## config.mk

```make
export PLATFORM = sky130hd
export DESIGN_NAME = mod_exp_arbiter
export DESIGN_NICKNAME = d
export VERILOG_FILES = /design/src/rtl/mod_exp_arbiter.sv
export SDC_FILE = /design/constraint.sdc
export NUM_CORES = 1
export LEC_CHECK = 0
export ABC_AREA = 1
export BUFFER_PORTS_ARGS = -buffer_cell sky130_fd_sc_hd__buf_2
export CORE_AREA = 10 10 271 273
export CTS_CLUSTER_SIZE = 25
export DETAILED_ROUTE_END_ITERATION = 10
export DIE_AREA = 0 0 281 283
export PLACE_DENSITY = 0.49
export SYNTH_ARGS = -nofsm -noshare
export SYNTH_HDL_FRONTEND = slang
export SYNTH_SLANG_ARGS = --single-unit
```

## constraint.sdc

```tcl
create_clock -name clk -period 2.6 [get_ports clk]
set_clock_uncertainty 0.05 [all_clocks]
set_input_delay 0.65 -clock clk [delete_from_list [all_inputs] [get_ports clk]]
set_output_delay 0.65 -clock clk [all_outputs]
set_load 0.01 [all_outputs]
```

## src/rtl/mod_exp_arbiter.sv

```systemverilog
// mod_exp_arbiter: shares one modular-exponentiation engine between two
// requesters. One request is in flight at a time: it is granted in IDLE,
// issued to the engine, its result (or a timeout error) is delivered back
// to the granted requester, and only then is the next grant considered.
module mod_exp_arbiter #(
   parameter int SIZE    = 64,
   parameter int TIMEOUT = 4096
) (
   input  logic              clk,
   input  logic              rst_n,

   // Request channels, requester i in bit i / slice [i*SIZE +: SIZE]
   input  logic [1:0]        req_tvalid,
   output logic [1:0]        req_tready,
   input  logic [2*SIZE-1:0] req_base,
   input  logic [2*SIZE-1:0] req_power,
   input  logic [2*SIZE-1:0] req_modulus,

   // Result channels, data shared, valid per requester
   output logic [SIZE-1:0]   res_tdata,
   output logic [1:0]        res_tvalid,
   input  logic [1:0]        res_tready,
   output logic              res_terror,

   // Engine operand side
   output logic [SIZE-1:0]   me_base,
   output logic [SIZE-1:0]   me_power,
   output logic [SIZE-1:0]   me_modulus,
   output logic              me_tvalid,
   input  logic              me_tready,

   // Engine result side
   input  logic [SIZE-1:0]   me_result,
   input  logic              me_result_tvalid,
   output logic              me_result_tready,
   output logic              me_rst
);

   typedef enum logic [1:0] {
      S_IDLE,
      S_ISSUE,
      S_WAIT,
      S_DELIVER
   } state_t;

   // The timer runs from ISSUE entry; the request expires in the cycle the
   // timer holds TIMEOUT-1, so the engine gets exactly TIMEOUT cycles.
   localparam logic [15:0] TIMER_LAST = 16'(TIMEOUT - 1);

   state_t            state_q, state_d;
   logic              grant_q, grant_d;
   logic              last_grant_q, last_grant_d;
   logic [15:0]       timer_q, timer_d;
   logic [SIZE-1:0]   me_base_q, me_base_d;
   logic [SIZE-1:0]   me_power_q, me_power_d;
   logic [SIZE-1:0]   me_modulus_q, me_modulus_d;
   logic [SIZE-1:0]   res_data_q, res_data_d;
   logic              res_error_q, res_error_d;
   logic              me_rst_q, me_rst_d;

   logic              grant_sel;
   logic [SIZE-1:0]   sel_base;
   logic [SIZE-1:0]   sel_power;
   logic [SIZE-1:0]   sel_modulus;

   // Arbitration: a lone requester wins; on a tie the one not served last wins.
   // NOTE: every variable assigned in an always_comb gets a default first, so
   // no path through the block leaves it unassigned and no latch is inferred.
   always_comb begin
      grant_sel = 1'b0;
      case (req_tvalid)
         2'b01:   grant_sel = 1'b0;
         2'b10:   grant_sel = 1'b1;
         2'b11:   grant_sel = ~last_grant_q;
         default: grant_sel = 1'b0;
      endcase
   end

   // Operand slices of the requester that would be granted this cycle.
   always_comb begin
      sel_base    = grant_sel ? req_base[2*SIZE-1:SIZE]    : req_base[SIZE-1:0];
      sel_power   = grant_sel ? req_power[2*SIZE-1:SIZE]   : req_power[SIZE-1:0];
      sel_modulus = grant_sel ? req_modulus[2*SIZE-1:SIZE] : req_modulus[SIZE-1:0];
   end

   // Next-state logic: grant, issue, wait with timeout, deliver.
   always_comb begin
      state_d      = state_q;
      grant_d      = grant_q;
      last_grant_d = last_grant_q;
      timer_d      = timer_q;
      me_base_d    = me_base_q;
      me_power_d   = me_power_q;
      me_modulus_d = me_modulus_q;
      res_data_d   = res_data_q;
      res_error_d  = res_error_q;
      me_rst_d     = 1'b0;

      case (state_q)
         S_IDLE: begin
            // req_tready is raised for the selected requester whenever any
            // request is valid, so a valid request here is a handshake.
            if (req_tvalid != 2'b00) begin
               grant_d      = grant_sel;
               me_base_d    = sel_base;
               me_power_d   = sel_power;
               me_modulus_d = sel_modulus;
               timer_d      = '0;
               state_d      = S_ISSUE;
            end
         end

         S_ISSUE: begin
            timer_d = timer_q + 16'd1;
            if (timer_q == TIMER_LAST) begin
               // Engine never took the operands: abort and report an error.
               me_rst_d    = 1'b1;
               res_data_d  = '0;
               res_error_d = 1'b1;
               state_d     = S_DELIVER;
            end else if (me_tready) begin
               state_d = S_WAIT;
            end
         end

         S_WAIT: begin
            timer_d = timer_q + 16'd1;
            // A result arriving in the expiry cycle still counts as on time.
            if (me_result_tvalid) begin
               res_data_d  = me_result;
               res_error_d = 1'b0;
               state_d     = S_DELIVER;
            end else if (timer_q == TIMER_LAST) begin
               me_rst_d    = 1'b1;
               res_data_d  = '0;
               res_error_d = 1'b1;
               state_d     = S_DELIVER;
            end
         end

         S_DELIVER: begin
            // Only the granted requester's ready completes delivery.
            if (res_tready[grant_q]) begin
               last_grant_d = grant_q;
               state_d      = S_IDLE;
            end
         end

         default: state_d = S_IDLE;
      endcase
   end

   // State and datapath registers.
   // NOTE: sequential state uses non-blocking assignments so every flop
   // samples its _d value from before the edge, independent of block order.
   // NOTE: the operand and result data registers are reset as well; there is
   // no RAM here, and zeroed outputs out of reset are part of the contract.
   always_ff @(posedge clk or negedge rst_n) begin
      if (!rst_n) begin
         state_q      <= S_IDLE;
         grant_q      <= 1'b0;
         last_grant_q <= 1'b1;
         timer_q      <= '0;
         me_base_q    <= '0;
         me_power_q   <= '0;
         me_modulus_q <= '0;
         res_data_q   <= '0;
         res_error_q  <= 1'b0;
         me_rst_q     <= 1'b0;
      end else begin
         state_q      <= state_d;
         grant_q      <= grant_d;
         last_grant_q <= last_grant_d;
         timer_q      <= timer_d;
         me_base_q    <= me_base_d;
         me_power_q   <= me_power_d;
         me_modulus_q <= me_modulus_d;
         res_data_q   <= res_data_d;
         res_error_q  <= res_error_d;
         me_rst_q     <= me_rst_d;
      end
   end

   // Handshake outputs decoded from the current state.
   always_comb begin
      req_tready       = 2'b00;
      res_tvalid       = 2'b00;
      me_tvalid        = 1'b0;
      me_result_tready = 1'b0;
      case (state_q)
         S_IDLE: begin
            // Gated by rst_n so nothing is accepted while reset is held.
            if (rst_n) begin
               req_tready = {grant_sel, ~grant_sel} & req_tvalid;
            end
         end
         S_ISSUE:   me_tvalid        = 1'b1;
         S_WAIT:    me_result_tready = 1'b1;
         S_DELIVER: res_tvalid       = {grant_q, ~grant_q};
         default:   ;
      endcase
   end

   assign me_base    = me_base_q;
   assign me_power   = me_power_q;
   assign me_modulus = me_modulus_q;
   assign res_tdata  = res_data_q;
   assign res_terror = res_error_q;
   assign me_rst     = me_rst_q;

   // Structural invariants of the handshake outputs.
   a_req_tready_onehot : assert property (@(posedge clk) disable iff (!rst_n)
      $onehot0(req_tready));
   a_res_tvalid_onehot : assert property (@(posedge clk) disable iff (!rst_n)
      $onehot0(res_tvalid));
   a_me_rst_with_error : assert property (@(posedge clk) disable iff (!rst_n)
      me_rst |-> (res_tvalid != 2'b00 && res_terror));

endmodule
```

# --- Word-level counts from Yosys, hierarchy flattened ---
# Index checks and enable logic that the tools add are counted.
op_classes:
  mux: 29
  n_eq_ne: 10
  bitwise_logic: 4
  reduce_logical: 9
  magnitude_cmp: 1
  addsub: 1
op_table:
  columns: ["operator", "count"]
  rows:
  - ["two-way mux 64 bit", 5]
  - ["case mux 64 bit (2 select lines)", 1]
  - ["case mux 16 bit (2 select lines)", 1]
  - ["two-way mux 2 bit", 9]
  - ["adder 16 x 1 -> 16 bit (second input constant)", 1]
  - ["equality test 16 x 12 -> 1 bit (second input constant)", 1]
  - ["two-way mux 16 bit", 1]
  - ["equality test 2 bit (second input constant)", 4]
  - ["two-way mux 1 bit", 8]
  - ["case mux 2 bit (4 select lines)", 1]
  - ["inequality test 3 bit (second input constant)", 2]
  - ["case mux 1 bit (2 select lines)", 3]
  - ["AND reduction 2 bit", 3]
  - ["nonzero test 2 bit", 3]
  - ["inequality test 2 bit (second input constant)", 2]
  - ["AND reduction 4 bit", 1]
  - ["NOT 1 bit", 3]
  - ["AND 2 bit", 1]
  - ["equality test 2 x 1 -> 1 bit (second input constant)", 1]
  - ["logical NOT 2 bit", 1]
  - ["< comparator 1 x 2 -> 1 bit (second input constant)", 1]
  - ["OR reduction 2 bit", 1]
totals:
  ff_bits: 278
  input_bits: 456
  elab_cells: 64
  out_inout_bits: 264

# --- Longest topological paths before layout ---
# Gate-level depths: netlist of the first run.
logic_depth:
  ltp_word: 6
  mapped_depth: 10
  depth_no_buf: 10

# --- Least setup slack after synthesis of the first run ---
# OpenSTA, ideal clock, no wires.
synth_timing:
  path_kind: "input to output"
  startpoint: "input port req_tvalid[0]"
  endpoint: "output port req_tready[1]"
  t_arrival_ns: 1.305
  n_path_buf: 2
  slack_ns: 0.595
  stages: 5
  path_cell_list: "nand2_1 > nand2_1 > buf_2 > buf_2 > nor2_1"
synth_between:
  elab_chain_cells: 5
  word_cells_on_any_way: 6
  classes_between: "eq/ne: 2; mux: 3; bitwise: 1"
synth_lines:
  columns: ["item", "line_no", "source"]
  rows:
  - ["start, declared", "13", "input logic [1:0] req_tvalid,"]
  - ["equality test 2 bit", "71", "case (req_tvalid)"]
  - ["case mux 1 bit (2 select lines) (*)", "71", null]
  - ["AND 2 bit (*)", "194", "req_tready = {grant_sel, ~grant_sel} & req_tvalid;"]
  - ["two-way mux 2 bit (*)", "193", "if (rst_n) begin"]
  - ["two-way mux 2 bit (*)", "190", "case (state_q)"]
  - ["end, declared", "14", "output logic [1:0] req_tready,"]
# Every way passes the cells marked *; elsewhere a longest branch is shown, timed or not.

# --- Worst setup path after layout of the first run ---
layout_timing:
  startpoint: "register state_q[1]"
  endpoint: "output port req_tready[0]"
layout_between:
  elab_chain_cells: 2
layout_lines:
  columns: ["item", "line_no", "source"]
  rows:
  - ["start, declared", "50", "state_t state_q, state_d;"]
  - ["start signal, assigned", "171", "state_q <= state_d;"]
  - ["logical NOT 2 bit", "190", null]
  - ["two-way mux 2 bit", "190", null]
# Every way passes these cells.

==> flow_summary.ini, run 1 <==
[sta]
fin_setup_tns_ns = 0
finalCritPeriodShare_pct = 93.75
worst_pin_slew_ns = 0.9450
setup_viol = 0
maxSlewHeadroom_pct = 37.00
max_freq_ghz = 0.4102
finalMaxSlewViolations = 0
final-hold-violation-count = 0
min_period_ns = 2.438
whs_ns = 0.06387
rsz0062_at_grt = no

[logic_synthesis]
synth_compound_area_share_pct = 16.61
yosysWarnings = 0
synthesis.nets = 1909
synth_xor_area_share_pct = 0.06982
synth_mux_area_share_pct = 4.628
avgSynthCellArea_um2 = 8.663
synthCells = 1448
synthAdderAreaFrac_pct = 0.4987
ys_seq_area_share_pct = 55.47
yosys.area_share.simple_pct = 17.72
synth_top_family_by_area = simple AND/OR/NAND/NOR gates
synth_area_um2 = 12540
synth-seq-cells = 278
synthDistinctLibCells = 32

[cells_and_area]
fillers = 7454
final_nets = 2594
drive_gt1_share_pct = 38.14
final_cell_mix = buf_2 (718), o21ai_0 (370), dfrtp_1 (277)
final_common_cell = buf_2
area_growth_pct = 45.89

[power_and_ir_drop]
leakagePower_nw = 9.046
cellPowerDensity_nw_per_um2 = 1176
irDropWorstVdd_mv = 0.5572

[clock_network]
clk_latency_ns = 0.54
numCtsBuffers = 36
cts_tree = done
h-tree-depth = 2
clkTransAtPathRegs_ns = 0.06
ctsResizeCount = 1
cts_setup_buffers = 0
cts_hold_buffers = 0
cts_sinks = 278
clk_path_buf_depth = 3
cts-root-buf = clkbuf_16

[route]
drt_iter0_drc = 594
ant_nets = 0
drc_errors = 0
vias_per_cell = 4.183
dr.pass1.iters = 5
routed_wl_um = 58590
wl_per_cell_um = 19.25
vias = 12732

[floorplanning]
core_area_um2 = 68110
die_x_um = 281
die_y_um = 283
placementRows = 96
dieArea_um2 = 79520
initial_core_util_pct = 18.42
ios = 720

[setup_path]
critical_path.cell_chain = inv_1 -> ha_4 -> nand3_1 -> nor2_1 -> buf_2
max_stage_delay_ns = 0.42
path_class = reg -> out
slowest_stage = dfrtp_1
cp_max_fo = 5
cp.required_ns = 1.90
endpoint_kind = output pin
cp_num_buf_inv = 2
critical_path.top_delay_family = flip-flops
cp_data_arrival_time_ns = 1.74
r2r_slack_ns = 0.52
start_kind = register

[grt]
grt_start_max_net_pins = 140
grt_overflow = 0
grt_usage_pct = 14.01
grt_pass1_vias = 13288
antenna_found_initial = 5
grt_pass1_wl_um = 86250

[hold_path]
hold_class = in -> async

[placement]
gp_congestion = 0.8245
io_buffers = 719
dpl.hpwl_um = 45090

[status]
status = complete, no violations

[run]
max_cap_viol_count = 0
-- power breakdown --
group	switching [mW]	leakage (nW)	internal, mW	total (mW)
sequential	1.12	3.42	6.41	7.53
combinational	5.72	5.07	3.45	9.17
clock	2.01	0.554	2.82	4.83
total	8.85	9.05	12.7	21.5
-- sequential cells by signal, summed over array words and instances, names as in the netlist --
name and cells:
grant_q 1, me_rst 1, timer_q 16, last_grant_q 1, me_modulus 64, state_q 2, me_power 64, me_base 64
res_terror 1, res_tdata 64
-- per-stage QoR --
step | worst slack, ns | power [mW] | std cells | instance area (µm²) | util (%)
final | 0.1625 | 21.53 | 3044 | 18300 | 26.87
after global routing | 0.02725 | 23.23 | 3043 | 18300 | 26.87
after CTS | 0.01861 | 21.92 | 3040 | 18280 | 26.84
after detailed placement | 0.4230 | 16.92 | 2977 | 17140 | 25.17
after global placement | 0.4334 | 16.88 | 2977 | 17140 | 25.17
after floorplan | 0.5952 | 12.23 | 1448 | 12540 | -
-- path summary, 6_finish.rpt --
kind                       cells after the start              to           from
max                                            5   req_tready[0]     state_q[1]
min                                            2     me_base[10]          rst_n
max in group asynchronous                      2  me_modulus[23]          rst_n
min reg2reg                                    2     me_base[32]    me_base[32]
min in group clk                               3   res_tdata[61]  me_result[61]
max reg2reg                                    8      timer_q[8]     state_q[1]
-- metal layers --
metal | wire, µm | vias up | part of all wire, % | global-route usage, %
li1 | - | 6166 | - | -
met1 | 22190 | 5961 | 38 | 15.32
met2 | 28930 | 535 | 49 | 24.53
met3 | 6040 | 68 | 10 | 5.508
met4 | 1411 | 2 | 2.4 | 4.234
met5 | 13 | - | 0.022 | 0
-- kinds of logic (layout without fill, tap and decap cells) --
group | after synthesis | in the layout
AO/OA/AOI/OAI | 413 | 413
XOR/XNOR | 1 | 1
adder cells (fa/ha/maj) | 5 | 5
buffers and inverters | 130 | 840
flip-flops | 278 | 278
multiplexers | 58 | 58
other | 0 | 4
AND/OR/NAND/NOR | 563 | 563
-- final cells by class --
type	instances	area, µm²	share of cell area, %
clock buffer	51	1007	5.504
timing repair buffer	744	3971	21.70
multi-input combinational	1040	4994	27.29
inverter	33	128.9	0.7042
tap	882	1104	6.030
clock inverter	12	128.9	0.7042
antenna	4	10.01	0.05469
sequential	278	6958	38.02
-- synth_stat cells, drive strengths merged --
cell    instances  area, µm²
inv            33      123.9
o21a            3      22.52
nand3          14      70.07
xor2            1      8.760
nand3b          2      15.01
buf            47      315.3
ha              5      62.56
dfrtp         277       6932
mux2i          58      580.6
o21ai         402       2016
o22ai           1      6.260
nand2         253      964.7
nor2          283       1100
nand4           4      25.02
nor3b           1      7.510
a21oi           5      25.02
a31oi           1      6.260
nor3            6      41.29
dfstp           1      26.28
clkbuf         50      188.9
o31ai           1      7.510
(Power assumes the default switching activity.)
==> run 2, diff against run 1 <==
- clock period: 2.6 -> 3.2 ns (I/O delays scaled with it)
==> flow_summary.ini, run 2 (synthesized netlist as in run 1, its figures left out) <==
[power_and_ir_drop]
cellPowerDensity_nw_per_um2 = 964.9
leakagePower_nw = 9.066
irDropWorstVdd_mv = 0.3529

[placement]
place_ws_ns = 0.8130
placed_cells = 2975
dpl.hpwl_um = 45030
gp_congestion = 0.8357
io_buffers = 719

[sta]
worst_pin_slew_ns = 1.006
setup_ws_ns = 0.3338
fin_setup_tns_ns = 0
rsz0062_at_grt = no
finalCritPeriodShare_pct = 89.57
max_freq_ghz = 0.3489
min_period_ns = 2.866
finalMaxSlewViolations = 0
setup_viol = 0
final-hold-violation-count = 0
maxSlewHeadroom_pct = 32.95

[setup_path]
r2r_slack_ns = 0.83
slowest_stage = dlygate4sd3_1
max_stage_delay_ns = 0.56
rr_startpoint = state_q[0]
reg2regPathDepth = 7
endpoint_kind = output pin
critical_path.cell_chain = dlygate4sd3_1 -> buf_8 -> nand3_1 -> nor2_1 -> buf_2
cp_data_arrival_time_ns = 2.02
path_class = in -> out
cp_max_fo = 18
cp.required_ns = 2.35
start_kind = input pin
r2r_end = res_tdata[20]

[grt]
grt_usage_pct = 14.18
grt_start_max_net_pins = 144
grt_pass1_wl_um = 86790
grt_overflow = 0
grt_pass1_vias = 13142
antenna_found_initial = 10

[route]
drt_iter0_drc = 699
routed_wl_um = 59170
vias_per_cell = 4.158
vias = 12658
drc_errors = 0
dr.pass1.iters = 5
wl_per_cell_um = 19.44
ant_nets = 0

[clock_network]
cts_setup_buffers = 0
clkTransAtPathRegs_ns = 0.06
h-tree-depth = 2
cts_sinks = 278
numCtsBuffers = 36
clk_path_buf_depth = 3
cts_hold_buffers = 1
ctsResizeCount = 0
clk_latency_ns = 0.53
cts_tree = done
cts-root-buf = clkbuf_16

[floorplanning]
ios = 720
die_y_um = 283
placementRows = 96
core_area_um2 = 68110
initial_core_util_pct = 18.42
dieArea_um2 = 79520
die_x_um = 281

[hold_path]
hold_end = me_power[35]
min_from = me_power[35]
hold_class = reg -> reg
min_delay_path_depth = 2

[cells_and_area]
fin_cells = 3044
final_nets = 2593
final_common_cell = buf_2
area_growth_pct = 46.05
drive_gt1_share_pct = 38.13
final_cell_mix = buf_2 (718), o21ai_0 (370), dfrtp_1 (277)

[status]
status = complete, no violations

[run]
max_cap_viol_count = 0
-- run 2: cell types whose count changed in the layout (fill, tap and decap cells not counted), sizes merged --
cell	previous run	this run
clkinv	10	3
clkinvlp	1	2
buf	744	742
bufinv	1	3
inv	33	36
diode	4	6
dlygate4sd3	0	1
-- run 2: worst max-delay path by stage --
stage	start	endpoint	slack [ns]
after floorplan	req_tvalid[0]	req_tready[1]	0.90
after global placement	req_tvalid[0]	req_tready[0]	0.83
after detailed placement	req_tvalid[1]	me_modulus[53]	0.81
after CTS	rst_n	req_tready[0]	0.29
after global routing	rst_n	req_tready[0]	0.24
final	rst_n	req_tready[0]	0.33
-- run 2: cell type report --
class,count,area (µm²)
Antenna cell,6,15.01
Clock buffer,51,1059
Sequential cell,278,6958
Fill cell,7515,49780
Inverter,33,128.9
Timing Repair Buffer,743,3929
Tap cell,882,1104
Multi-Input combinational cell,1040,4979
Clock inverter,11,150.1
-- run 2: worst max-delay path, delay by kind of cell --
kind	cells	cell delay (ns)
simple gates	2	0.27
buf+inv	3	0.93
-- run 2: per-layer routing --
layer	routed length (µm)	share of wire, %	vias to the layer above	global-route usage [%]
li1	-	-	6153	-
met1	22040	37	5889	15.40
met2	29330	50	546	25.01
met3	6530	11	66	5.894
met4	1229	2.1	4	3.630
met5	34	0.057	-	0
-- run 2: power breakdown --
group / leakage, nW / total [mW] / internal (mW) / switching, mW
Combinational: 5.06 / 7.37 / 2.74 / 4.63
Clock: 0.589 / 4.18 / 2.55 / 1.63
Sequential: 3.42 / 6.13 / 5.21 / 0.919
Total: 9.07 / 17.7 / 10.5 / 7.18
-- run 2: per-stage QoR --
step	total power [mW]	area, µm²	hold slack, ns	utilization [%]
6_report	17.68	18320	0.4244	26.90
3_3_place_gp	13.70	17090	0.4127	25.09
4_1_cts	18.09	18310	0.3830	26.88
3_5_place_dp	13.75	17090	0.4175	25.09
2_1_floorplan	9.938	12540	0.4178	-
5_1_grt	19.11	18320	0.4159	26.89
==> run 3, diff against run 2 <==
- ABC_AREA: 1 -> unset
- CORE_AREA: 10 10 271 273 -> 10 10 270 272
- CTS_BUF_LIST: unset -> sky130_fd_sc_hd__clkbuf_4
- DIE_AREA: 0 0 281 283 -> 0 0 280 282
- SKIP_CTS_REPAIR_TIMING: unset -> 1
==> flow_summary.ini, run 3 <==
[cells_and_area]
drive_gt1_share_pct = 43.32
finish.utilization_pct = 26.89
final_nets = 2455
fin_area_um2 = 18220
final_cell_mix = buf_2 (718), nand2_1 (326), dfrtp_1 (277)
area_growth_pct = 46.40
final_common_cell = buf_2

[setup_path]
critical_path.cell_chain = dlygate4sd3_1 -> buf_8 -> nand3_1 -> nor2_1 -> buf_2
max_stage_delay_ns = 0.57
path_class = in -> out
cp_max_fo = 29
rr_startpoint = state_q[1]
cp.depth = 5
endpoint_kind = output pin
cp.required_ns = 2.35
cp_num_buf_inv = 3
cp-endpoint = req_tready[0]
cp_data_arrival_time_ns = 2.04
r2r_slack_ns = 0.60
startpoint = rst_n
start_kind = input pin
reg2regPathDepth = 6
r2r_end = timer_q[15]
slowest_stage = dlygate4sd3_1
critical_path.top_delay_family = buffers and inverters

[logic_synthesis]
synthCells = 1246
synthDominantCellAreaShare_pct = 55.70
synth_edf_count = 0
synth_area_um2 = 12450
yosys_most_used_dff = dfrtp_1
synth_top_cell_by_area = dfrtp_1
synthDistinctLibCells = 39
yosys-top-cells-count = nand2_1 (326), dfrtp_1 (277), o21ai_0 (264)
ys_seq_area_share_pct = 55.91
yosysMostFrequentCell = nand2_1
avgSynthCellArea_um2 = 9.989
async_flop_share_pct = 100.0
yosysWarnings = 0
synth-seq-cells = 278
synthesis.nets = 1707
synthTopCellsByArea = dfrtp_1 (56%), mux2i_1 (16%), o21ai_0 (11%)

[placement]
gp_congestion = 0.8721
dpl.hpwl_um = 41730
placed_area_um2 = 17190
io_buffers = 719
place_ws_ns = 0.5175

[route]
dr.pass1.iters = 4
routed_wl_um = 52880
ant_nets = 0
vias_per_cell = 4.046
drc_errors = 0
drt_iter0_drc = 479
wl_per_cell_um = 18.00
vias = 11882

[hold_path]
hold_class = in -> reg

[floorplanning]
core_area_um2 = 67750
die_y_um = 282
placementRows = 96
dieArea_um2 = 78960
ios = 720
initial_core_util_pct = 18.37
die_x_um = 280

[grt]
grt_start_max_net_pins = 135
grt_overflow = 0
grt_pass1_vias = 12793
antenna_found_initial = 9
grt_usage_pct = 12.69
grt_pass1_wl_um = 77170

[power_and_ir_drop]
cellPowerDensity_nw_per_um2 = 869.3
irDropWorstVdd_mv = 0.3675
leakagePower_nw = 9.664
finalPower_mw = 15.84

[sta]
final-hold-violation-count = 0
rsz0062_at_grt = no
finalMaxSlewViolations = 0
min_period_ns = 2.887
worst_pin_slew_ns = 0.9350
setup_ws_ns = 0.3128
maxSlewHeadroom_pct = 37.67
finalCritPeriodShare_pct = 90.22
max_freq_ghz = 0.3464
setup_viol = 0
fin_setup_tns_ns = 0

[clock_network]
cts_sinks = 278
clkTransAtPathRegs_ns = 0.07
h-tree-depth = 3
clk_latency_ns = 0.74
clk_path_buf_depth = 3
cts-root-buf = clkbuf_4
cts_tree = done
numCtsBuffers = 82

[run]
max_cap_viol_count = 0

[status]
status = complete, no violations
run 3: cell types whose count changed after synthesis, moves of 8 or more:
cell and delta:
inv_1 -22, mux2i_1 +137, o21ai_1 -29, nand2_1 +79
a21oi_1 +8, o21ai_0 -106, buf_2 +9, buf_6 -12
nor2_1 -262
run 3: how the worst min path moves through the flow:
stage / start / end / slack [ns] / cells past startpoint
final: me_result[25] / res_tdata[25] / 0.16 / 3
after global routing: me_result[19] / res_tdata[19] / 0.04 / 3
after CTS: rst_n / res_tdata[55] / -0.32 / 1
after detailed placement: me_base[31] / me_base[31] / 0.41 / 2
after global placement: me_modulus[38] / me_modulus[38] / 0.41 / 2
after floorplan: rst_n / grant_q / 0.45 / 0
run 3: kinds of logic after synthesis:
family / after synthesis / share of synthesized area, %
muxes: 196 / 15.77
xor gates and xnor gates: 6 / 0.4222
DFF: 278 / 55.91
buffers and inverters: 96 / 3.318
and+or+nand+nor: 373 / 12.05
adders and majority gates: 5 / 0.5027
AOI/OAI and AO/OA: 292 / 12.02
run 3: worst reg2reg max path, cell delays in order, from the launching register on:
cell and delay [ns]:
dfrtp_1 0.41, inv_1 0.10, ha_2 0.42, nor2_1 0.12
or4_1 0.68, or4_1 0.52, a21oi_1 0.17
run 3: per-layer routing:
layer | track usage (%) | part of all wire (%)
met1 | 13.25 | 36
met2 | 22.29 | 51
met3 | 5.469 | 10
met4 | 4.865 | 2.4
met5 | 0 | 0.061
run 3: layout make-up:
class | count | area (µm²)
fill | 7371 | 49530
sequential | 278 | 6958
multi-input combinational | 872 | 5107
timing repair buffer | 754 | 4011
tap | 882 | 1104
clock buffer | 116 | 870.8
clock inverter | 24 | 133.9
inverter | 6 | 22.52
antenna | 5 | 12.51
run 3: per-stage QoR:
stage	hold WS (ns)	std cells
floorplan	0.4544	1246
global placement	0.4080	2791
detailed placement	0.4148	2791
CTS	-0.3240	2931
global route	0.04093	2936
finish	0.1635	2937
run 3: report_power, final:
group | internal, mW | switching [mW] | total [mW]
clock network | 1.75 | 1.62 | 3.37
logic | 2.52 | 3.94 | 6.46
registers | 5.13 | 0.882 | 6.01
